### config.mk
export PLATFORM = sky130hd
export DESIGN_NAME = inst_encode
export DESIGN_NICKNAME = d
export VERILOG_FILES = /design/src/rtl/rv_isa_pkg.sv /design/src/rtl/inst_pack.sv /design/src/rtl/inst_encode.sv
export SDC_FILE = /design/constraint.sdc
export NUM_CORES = 1
export LEC_CHECK = 0
export CAP_MARGIN = 10
export CELL_PAD_IN_SITES_DETAIL_PLACEMENT = 1
export CELL_PAD_IN_SITES_GLOBAL_PLACEMENT = 2
export CORE_ASPECT_RATIO = 0.9
export CORE_MARGIN = 2
export CORE_UTILIZATION = 25
export DETAILED_ROUTE_END_ITERATION = 7
export PLACE_DENSITY_LB_ADDON = 0.1
export RECOVER_POWER = 25
export SETUP_SLACK_MARGIN = 0.15
export SYNTH_ARGS = -nofsm -noshare
export SYNTH_HDL_FRONTEND = slang
export SYNTH_SLANG_ARGS = --single-unit
### constraint.sdc
create_clock -name clk -period 3.4 [get_ports clk]
set_clock_uncertainty 0.05 [all_clocks]
set_input_delay 0.34 -clock clk [delete_from_list [all_inputs] [get_ports clk]]
set_output_delay 0.34 -clock clk [all_outputs]
set_load 0.01 [all_outputs]
### src/rtl/rv_isa_pkg.sv
// RV32I encoding definitions shared by the encoder, the decoder and the decode self-check.
// Holds the format codes, the opcode constants and the decoded field bundle.
package rv_isa_pkg;

    typedef enum logic [2:0] {
        FMT_R = 3'd0,
        FMT_I = 3'd1,
        FMT_S = 3'd2,
        FMT_B = 3'd3,
        FMT_U = 3'd4,
        FMT_J = 3'd5
    } fmt_e;

    localparam logic [6:0] OP_IMM    = 7'b0010011;
    localparam logic [6:0] OP        = 7'b0110011;
    localparam logic [6:0] OP_STORE  = 7'b0100011;
    localparam logic [6:0] OP_BRANCH = 7'b1100011;
    localparam logic [6:0] OP_LUI    = 7'b0110111;
    localparam logic [6:0] OP_JAL    = 7'b1101111;

    typedef struct packed {
        logic [2:0]  fmt;
        logic [6:0]  opcode;
        logic [2:0]  funct3;
        logic [6:0]  funct7;
        logic [4:0]  rs1;
        logic [4:0]  rs2;
        logic [4:0]  rd;
        logic [31:0] imm;
    } fields_t;

    // True when imm[31:msb] are all copies of one bit, i.e. the value fits a signed field of msb+1 bits.
    function automatic logic imm_fits(input logic [31:0] imm, input int unsigned msb);
        logic [31:0] upper;
        upper = 32'($signed(imm) >>> msb);
        return (upper == '0) || (upper == '1);
    endfunction

endpackage

### src/rtl/inst_pack.sv
// Combinational RV32I packer: decoded fields plus format select in, instruction word and
// immediate-range/format error out. Shared with the decode self-check.
module inst_pack
    import rv_isa_pkg::*;
(
    input  fields_t     fields,
    output logic [31:0] inst,
    output logic        err
);

    logic [31:0] imm;
    assign imm = fields.imm;

    // NOTE: every output gets a default before the case so no path leaves it unassigned (no latch).
    always_comb begin
        inst = '0;
        err  = 1'b0;
        case (fields.fmt)
            FMT_R: begin
                inst = {fields.funct7, fields.rs2, fields.rs1, fields.funct3, fields.rd, fields.opcode};
            end
            FMT_I: begin
                inst = {imm[11:0], fields.rs1, fields.funct3, fields.rd, fields.opcode};
                err  = !imm_fits(imm, 11);
            end
            FMT_S: begin
                inst = {imm[11:5], fields.rs2, fields.rs1, fields.funct3, imm[4:0], fields.opcode};
                err  = !imm_fits(imm, 11);
            end
            FMT_B: begin
                inst = {imm[12], imm[10:5], fields.rs2, fields.rs1, fields.funct3,
                        imm[4:1], imm[11], fields.opcode};
                err  = !imm_fits(imm, 12) || imm[0];
            end
            FMT_U: begin
                inst = {imm[31:12], fields.rd, fields.opcode};
                err  = |imm[11:0];
            end
            FMT_J: begin
                inst = {imm[20], imm[10:1], imm[11], imm[19:12], fields.rd, fields.opcode};
                err  = !imm_fits(imm, 20) || imm[0];
            end
            default: begin
                // Illegal format: zero word, always flagged.
                inst = '0;
                err  = 1'b1;
            end
        endcase
    end

endmodule

### src/rtl/inst_encode.sv
// Two-stage valid/ready RV32I encoder: S1 holds the raw field bundle, S2 holds the packed
// word and its error flag; err_cnt counts delivered error words, saturating.
module inst_encode
    import rv_isa_pkg::*;
(
    input  logic        clk,
    input  logic        rst,
    input  logic        in_valid,
    output logic        in_ready,
    input  logic [2:0]  in_fmt,
    input  logic [6:0]  in_opcode,
    input  logic [2:0]  in_funct3,
    input  logic [6:0]  in_funct7,
    input  logic [4:0]  in_rs1,
    input  logic [4:0]  in_rs2,
    input  logic [4:0]  in_rd,
    input  logic [31:0] in_imm,
    output logic        out_valid,
    input  logic        out_ready,
    output logic [31:0] out_inst,
    output logic        out_err,
    output logic [15:0] err_cnt
);

    fields_t     in_fields;
    fields_t     s1_q, s1_d;
    logic        s1_v_q, s1_v_d;
    logic [31:0] s2_inst_q, s2_inst_d;
    logic        s2_err_q, s2_err_d;
    logic        s2_v_q, s2_v_d;
    logic [15:0] err_cnt_q, err_cnt_d;
    logic [31:0] pack_inst;
    logic        pack_err;
    logic        s2_load;
    logic        s1_load;

    assign in_fields = '{fmt: in_fmt, opcode: in_opcode, funct3: in_funct3, funct7: in_funct7,
                         rs1: in_rs1, rs2: in_rs2, rd: in_rd, imm: in_imm};

    inst_pack u_pack (
        .fields (s1_q),
        .inst   (pack_inst),
        .err    (pack_err)
    );

    // S1 may refill whenever it is empty or its word moves on into S2 this edge.
    assign s2_load  = !s2_v_q || out_ready;
    assign s1_load  = !s1_v_q || s2_load;
    assign in_ready = s1_load;

    always_comb begin
        s1_d      = s1_q;
        s1_v_d    = s1_v_q;
        s2_inst_d = s2_inst_q;
        s2_err_d  = s2_err_q;
        s2_v_d    = s2_v_q;
        err_cnt_d = err_cnt_q;

        if (s1_load) begin
            s1_v_d = in_valid;
            if (in_valid) s1_d = in_fields;
        end
        if (s2_load) begin
            s2_v_d = s1_v_q;
            if (s1_v_q) begin
                s2_inst_d = pack_inst;
                s2_err_d  = pack_err;
            end
        end
        if (s2_v_q && out_ready && s2_err_q && (err_cnt_q != 16'hFFFF)) begin
            err_cnt_d = err_cnt_q + 16'd1;
        end
    end

    // NOTE: state registers use non-blocking assignments so every flop samples pre-edge values.
    always_ff @(posedge clk or posedge rst) begin
        if (rst) begin
            s1_q      <= '0;
            s1_v_q    <= 1'b0;
            s2_inst_q <= '0;
            s2_err_q  <= 1'b0;
            s2_v_q    <= 1'b0;
            err_cnt_q <= '0;
        end else begin
            s1_q      <= s1_d;
            s1_v_q    <= s1_v_d;
            s2_inst_q <= s2_inst_d;
            s2_err_q  <= s2_err_d;
            s2_v_q    <= s2_v_d;
            err_cnt_q <= err_cnt_d;
        end
    end

    assign out_valid = s2_v_q;
    assign out_inst  = s2_inst_q;
    assign out_err   = s2_err_q;
    assign err_cnt   = err_cnt_q;

endmodule

==> metrics.cfg, run 1 <==
[logic_synthesis]
yosysUniqueCellTypes = 36
synth.largest_area_cell = dfrtp_1
synth_edf_count = 0
synthTopCellsByArea = dfrtp_1 (57%), mux2_2 (17%), o21ai_0 (2.8%)
yosysWarnings = 0
synth_fp_nets = 498
ys_seq_area_frac = 0.5732
syn_area_per_cell_um2 = 12.09
synth_cells = 426
async_flop_share = 1.000
synth_ff_type = dfrtp_1
synth_top_area_frac = 0.5732
netlist_area_mm2 = 0.005151
ys_seq_elements = 118

[run]
drv_cap = 1

[power]
ir_drop_mv = 0.2420
pwr-share-clk = 0.351
p_switching_mw = 1.281
leakage_nw = 2.936
p_comb_frac = 0.222
intPower_mw = 3.213
sw_frac_of_total = 0.2851
powerDensity_mw_per_mm2 = 627.2
pwr-share-seq = 0.427

[timing]
min_period_over_period = 0.7016
rsz0062_at_grt = false
final-setup-viol-count = 0
hold_viol_final = 0
worst_slew_margin_rel = -0.1256
hold_slack_ns = 0.4268
tns_ns = 0
fmax_ghz = 0.4192
worstMarginPinSlew_ns = 1.688
final-max-slew-violation-count = 119
period_minus_slack_ns = 2.385

[cells_and_area]
drive_gt1_frac = 0.2050
final_common_cell = clkdlybuf4s50_1
final_cell_mix = clkdlybuf4s50_1 (119), dfrtp_1 (118), mux2_2 (76)
fillCellCount = 2183
syn_to_final_growth_pct = 39.11
stdcell_count = 816
nNetsFinal = 622
n_antenna_cell = 0

[clocking]
clock_path_buffers = 2
clk_latency_ns = 0.41
clk_pin_slew_worst_paths_ns = 0.05
cts_sinks = 118
post_cts_resized = 0
numCtsBuffers = 17
htree_num_levels = 4
cts_tree = done
holdBufCountCts = 0
cts_setup_buffers = 0
root_buffer = clkbuf_16

[floorplanning]
io_pins = 122
design.die.area_mm2 = 0.02177
num_rows = 49
die_width_um = 155.3
core_mm2 = 0.02011
start_util = 0.2562
die_y_um = 140.2

[worst_setup_path]
cp_data_required_time_ns = 3.58
end_kind = flop
worstSetupPathType = flop to flop
cp-start-kind = flop
crit_arrival_ns = 2.57
path_max_fanout = 15
reg2reg_from = s1_q[65]
reg2reg_to = out_inst[30]
r2r_slack_ns = 1.01
ff2ff_path_depth = 3

[global_routing]
antenna_found_initial = 0
grt_start_max_net_pins = 119
grt_pass1_wl_um = 24210
grt_pass1_vias = 4223
grt_usage = 0.1456
grt.overflow.total = 0

[drt]
via_per_inst = 4.604
drcViolationCount = 0
wl_um = 14860
drt-initial-drc-count = 98
routed-via-count = 3757
routedWlPerCell_um = 18.21
antenna_left = 0
dr.pass1.iters = 4

[placement]
gp_congestion = 0.7006
place_inst = 786
dp_hpwl_um = 10620
numPortBuffers = 121

[worst_hold_path]
worstHoldEndpoint = out_inst[10]
whs_path_depth = 2
hold_class = flop to flop
hp-start = out_inst[10]

[outcome]
violations = capacitance limit, slew limit
outcome = complete, but fails checks

-- cell usage after synthesis (all sizes together) (8+ instances only) --
| cell | n |
|---|---|
| inv | 9 |
| clkbuf | 11 |
| nand4 | 9 |
| o21ai | 29 |
| a22oi | 17 |
| nor2 | 19 |
| buf | 13 |
| mux2 | 76 |
| xor2 | 11 |
| nand3 | 9 |
| nand2 | 32 |
| nor3 | 8 |
| dfrtp | 118 |
| nor2b | 8 |
-- worst max path at each step --
stage,startpoint,end,slack (ns),depth (start not counted)
final,s1_q[65],out_inst[30],1.01,3
after global routing,s1_q[65],out_inst[30],0.65,3
after CTS,s1_q[65],out_inst[30],0.94,3
after detailed placement,s1_q[65],out_inst[30],0.95,3
after global placement,s1_q[65],out_inst[29],0.98,3
after floorplan,err_cnt[0],err_cnt[1],1.53,6
-- per-stage QoR --
stage,util,total power [mW],setup slack (ns),cell area [um^2]
after floorplan,-,2.388,1.528,5155
after global placement,0.3315,2.941,0.9836,6666
after detailed placement,0.3315,2.968,0.9501,6666
after CTS,0.3570,4.584,0.9396,7178
after global routing,0.3563,4.759,0.6479,7166
final,0.3563,4.494,1.015,7166
-- metal layers --
layer | global-route usage | part of all wire | up-vias
li1 | - | - | 1785
met1 | 0.2041 | 0.50 | 1889
met2 | 0.2213 | 0.46 | 77
met3 | 0.04208 | 0.040 | 6
met4 | 0.03815 | 0.0077 | 0
met5 | 0 | 0 | -
-- layout make-up --
cell class / instances / area [um^2] / share of cell area
timing repair buffer: 129 / 1284 / 0.1792
inverter: 9 / 37.54 / 0.005238
sequential: 118 / 2953 / 0.4121
multi-input combinational: 275 / 2061 / 0.2876
tap: 255 / 319.1 / 0.04453
clock inverter: 4 / 22.52 / 0.003143
clock buffer: 26 / 489.2 / 0.06827
-- power by group through the flow --
| stage | Combinational (mW) | Clock (mW) | Sequential [mW] |
|---|---|---|---|
| 2_1_floorplan | 0.480 | 0 | 1.91 |
| 3_3_place_gp | 0.999 | 0 | 1.94 |
| 3_5_place_dp | 1.02 | 0 | 1.95 |
| 4_1_cts | 1.02 | 1.63 | 1.93 |
| 5_1_grt | 1.10 | 1.70 | 1.96 |
| 6_report | 0.997 | 1.58 | 1.92 |
-- sequential cells by signal, indices dropped and copies added (netlist names) --
| register | count |
|---|---|
| out_inst | 32 |
| s1_v_q | 1 |
| out_valid | 1 |
| s1_q | 67 |
| out_err | 1 |
| err_cnt | 16 |
-- worst max-delay path, cell delays in order, from the launching register on --
cell and delay, ns:
dfrtp_1 0.69, inv_1 0.40, o211ai_1 0.84, o21ai_0 0.24
-- logic make-up (layout without fill, tap and decap cells) --
| logic type | count (synthesis) | after routing | synth area share |
|---|---|---|---|
| AO/OA/AOI/OAI | 74 | 74 | 0.09230 |
| XOR/XNOR | 16 | 16 | 0.02720 |
| adder cells (fa/ha/maj) | 1 | 1 | 0.002429 |
| buffers and inverters | 33 | 168 | 0.02721 |
| flip-flops | 118 | 118 | 0.5732 |
| multiplexers | 77 | 77 | 0.1705 |
| AND/OR/NAND/NOR | 107 | 107 | 0.1071 |
(Power assumes the default switching activity.)
==> run 2, diff against run 1 <==
==> constraint.sdc (replaced) <==
create_clock -name clk -period 2.1 [get_ports clk]
set_clock_uncertainty 0.05 [all_clocks]
set_input_delay 0.21 -clock clk [delete_from_list [all_inputs] [get_ports clk]]
set_output_delay 0.21 -clock clk [all_outputs]
set_load 0.01 [all_outputs]
==> run 2 against run 1 <==
- the run now ends clean
- register-to-register slack worse by 0.75 ns
- wire length increased by 1.5%
- first-iteration DRC count grew 79%
- non-clock buffer count increased by 14
- sequential cell count unchanged
- final cell count rose by 1.6%
- power rose by 68%
- worst hold slack lost 0.073 ns
- setup slack worse by 0.79 ns
- clock power increased by 74%
- combinational power up 74%
- highest routed layer unchanged
- via count up 3.3%
==> metrics.cfg, run 2 (synthesis results as in run 1) <==
[worst_setup_path]
worstSetupPathType = flop to output port
path_delay_family = buffers and inverters
max_stage_delay_ns = 0.56
cp_num_cells = 2
cp-startpoint = s1_v_q
ff2ff_path_depth = 5
reg2reg_from = err_cnt[0]
critical_path_buf_inv_count = 1
reg2reg_to = err_cnt[1]
path_max_fanout = 6
end_kind = output port
crit_path_end = in_ready
critical_path.slowest_cell = clkdlybuf4s50_1
cp_data_required_time_ns = 1.84
worstPathCellList = nand3b_1 > clkdlybuf4s50_1
cp-start-kind = flop
r2r_slack_ns = 0.26
crit_arrival_ns = 1.61

[timing]
final-max-slew-violation-count = 0
fmax_ghz = 0.5344
final-setup-viol-count = 0
worst_slew_margin_rel = 0.009727
setup_slack_ns = 0.2287
tns_ns = 0
hold_viol_final = 0
hold_slack_ns = 0.3541
worstMarginPinSlew_ns = 1.485
rsz0062_at_grt = false
min_period_over_period = 0.8911
period_minus_slack_ns = 1.871

[global_routing]
grt.overflow.total = 0
grt_usage = 0.1479
grt_pass1_wl_um = 24450
antenna_found_initial = 1
grt_pass1_vias = 4257
grt_start_max_net_pins = 63

[cells_and_area]
top_register = s1_q
fillCellCount = 2159
ff_latch_area_mm2 = 0.002953
n_antenna_cell = 0
largest_reg_flops = 67
final_common_cell = clkdlybuf4s50_1
nNetsFinal = 636
utilization = 0.3650
stdcell_count = 829
fin_area_mm2 = 0.007341
final_cell_mix = clkdlybuf4s50_1 (121), dfrtp_1 (118), mux2_2 (76)
syn_to_final_growth_pct = 42.51
multi_input_area_mm2 = 0.002085
drive_gt1_frac = 0.2334

[drt]
routed-via-count = 3880
antenna_left = 0
routedWlPerCell_um = 18.19
dr.pass1.iters = 4
drcViolationCount = 0
via_per_inst = 4.680
drt-initial-drc-count = 175
wl_um = 15080

[power]
intPower_mw = 5.433
pwr-share-clk = 0.364
p_switching_mw = 2.110
leakage_nw = 3.049
p_comb_frac = 0.229
powerDensity_mw_per_mm2 = 1028
pwr-share-seq = 0.407
sw_frac_of_total = 0.2797
ir_drop_mv = 0.5075
power_mw = 7.543

[placement]
gp_congestion = 0.7224
numPortBuffers = 121
place_ws_ns = 0.1281
dp_hpwl_um = 10790
place_inst = 799
placed_area_mm2 = 0.006789

[outcome]
outcome = completed

[clocking]
numCtsBuffers = 17
root_buffer = clkbuf_16
cts_tree = done
htree_num_levels = 4
clk_latency_ns = 0.41
cts_sinks = 118
clk_pin_slew_worst_paths_ns = 0.05
clock_path_buffers = 2

[floorplanning]
core_mm2 = 0.02011
start_util = 0.2562
io_pins = 122
die_width_um = 155.3
design.die.area_mm2 = 0.02177
die_y_um = 140.2
num_rows = 49

[worst_hold_path]
hold_class = primary input to flop

[run]
drv_cap = 0

==> run 2: cell count changes in the layout (fill, tap and decap cells not counted), sizes merged <==
cell	before	now
clkinvlp	2	1
clkbuf	27	26
dlygate4sd3	2	0
bufinv	0	1
clkdlybuf4s50	119	121
buf	7	21
==> run 2: worst min path at each step <==
stage / from / end / slack (ns) / depth (start not counted)
finish: in_imm[15] / s1_q[15] / 0.35 / 2
detailed placement: s1_q[63] / out_inst[6] / 0.43 / 1
floorplan: in_valid / s1_v_q / 0.27 / 1
global placement: s1_q[61] / out_inst[4] / 0.42 / 1
global route: in_imm[24] / s1_q[24] / 0.34 / 2
CTS: rst / out_inst[26] / 0.23 / 3
==> run 2: power groups by stage <==
stage	clock, mW	sequential (mW)	combinational, mW
after floorplan	0	3.09	0.777
after CTS	2.84	3.08	1.76
after global placement	0	3.11	1.71
final	2.75	3.07	1.73
after detailed placement	0	3.11	1.75
after global routing	2.94	3.14	1.89
==> run 2: metal layers <==
metal | GRT usage | part of all wire | up-vias
met1 | 0.1973 | 0.47 | 1976
met5 | 0 | 0 | -
li1 | - | - | 1804
met3 | 0.04548 | 0.052 | 20
met4 | 0.05360 | 0.016 | 0
met2 | 0.2274 | 0.47 | 80
==> run 2: area by class of cell <==
cell class | instances | share of cell area
clock inverter | 4 | 0.006136
tap | 255 | 0.04346
multi-input combinational | 275 | 0.2840
inverter | 9 | 0.005113
sequential | 118 | 0.4022
clock buffer | 25 | 0.06886
timing repair buffer | 143 | 0.1902
==> run 2: what timing repair did <==
item | 4_1_cts | 5_1_grt
gates cloned | 0 | 0
hold buffers | 0 | 0
gates resized for setup | 2 | 3
hold endpoints to repair | 0 | 0
endpoints found under the setup margin | 6 | 24
pin swaps | 0 | 1
setup buffers | 0 | 1
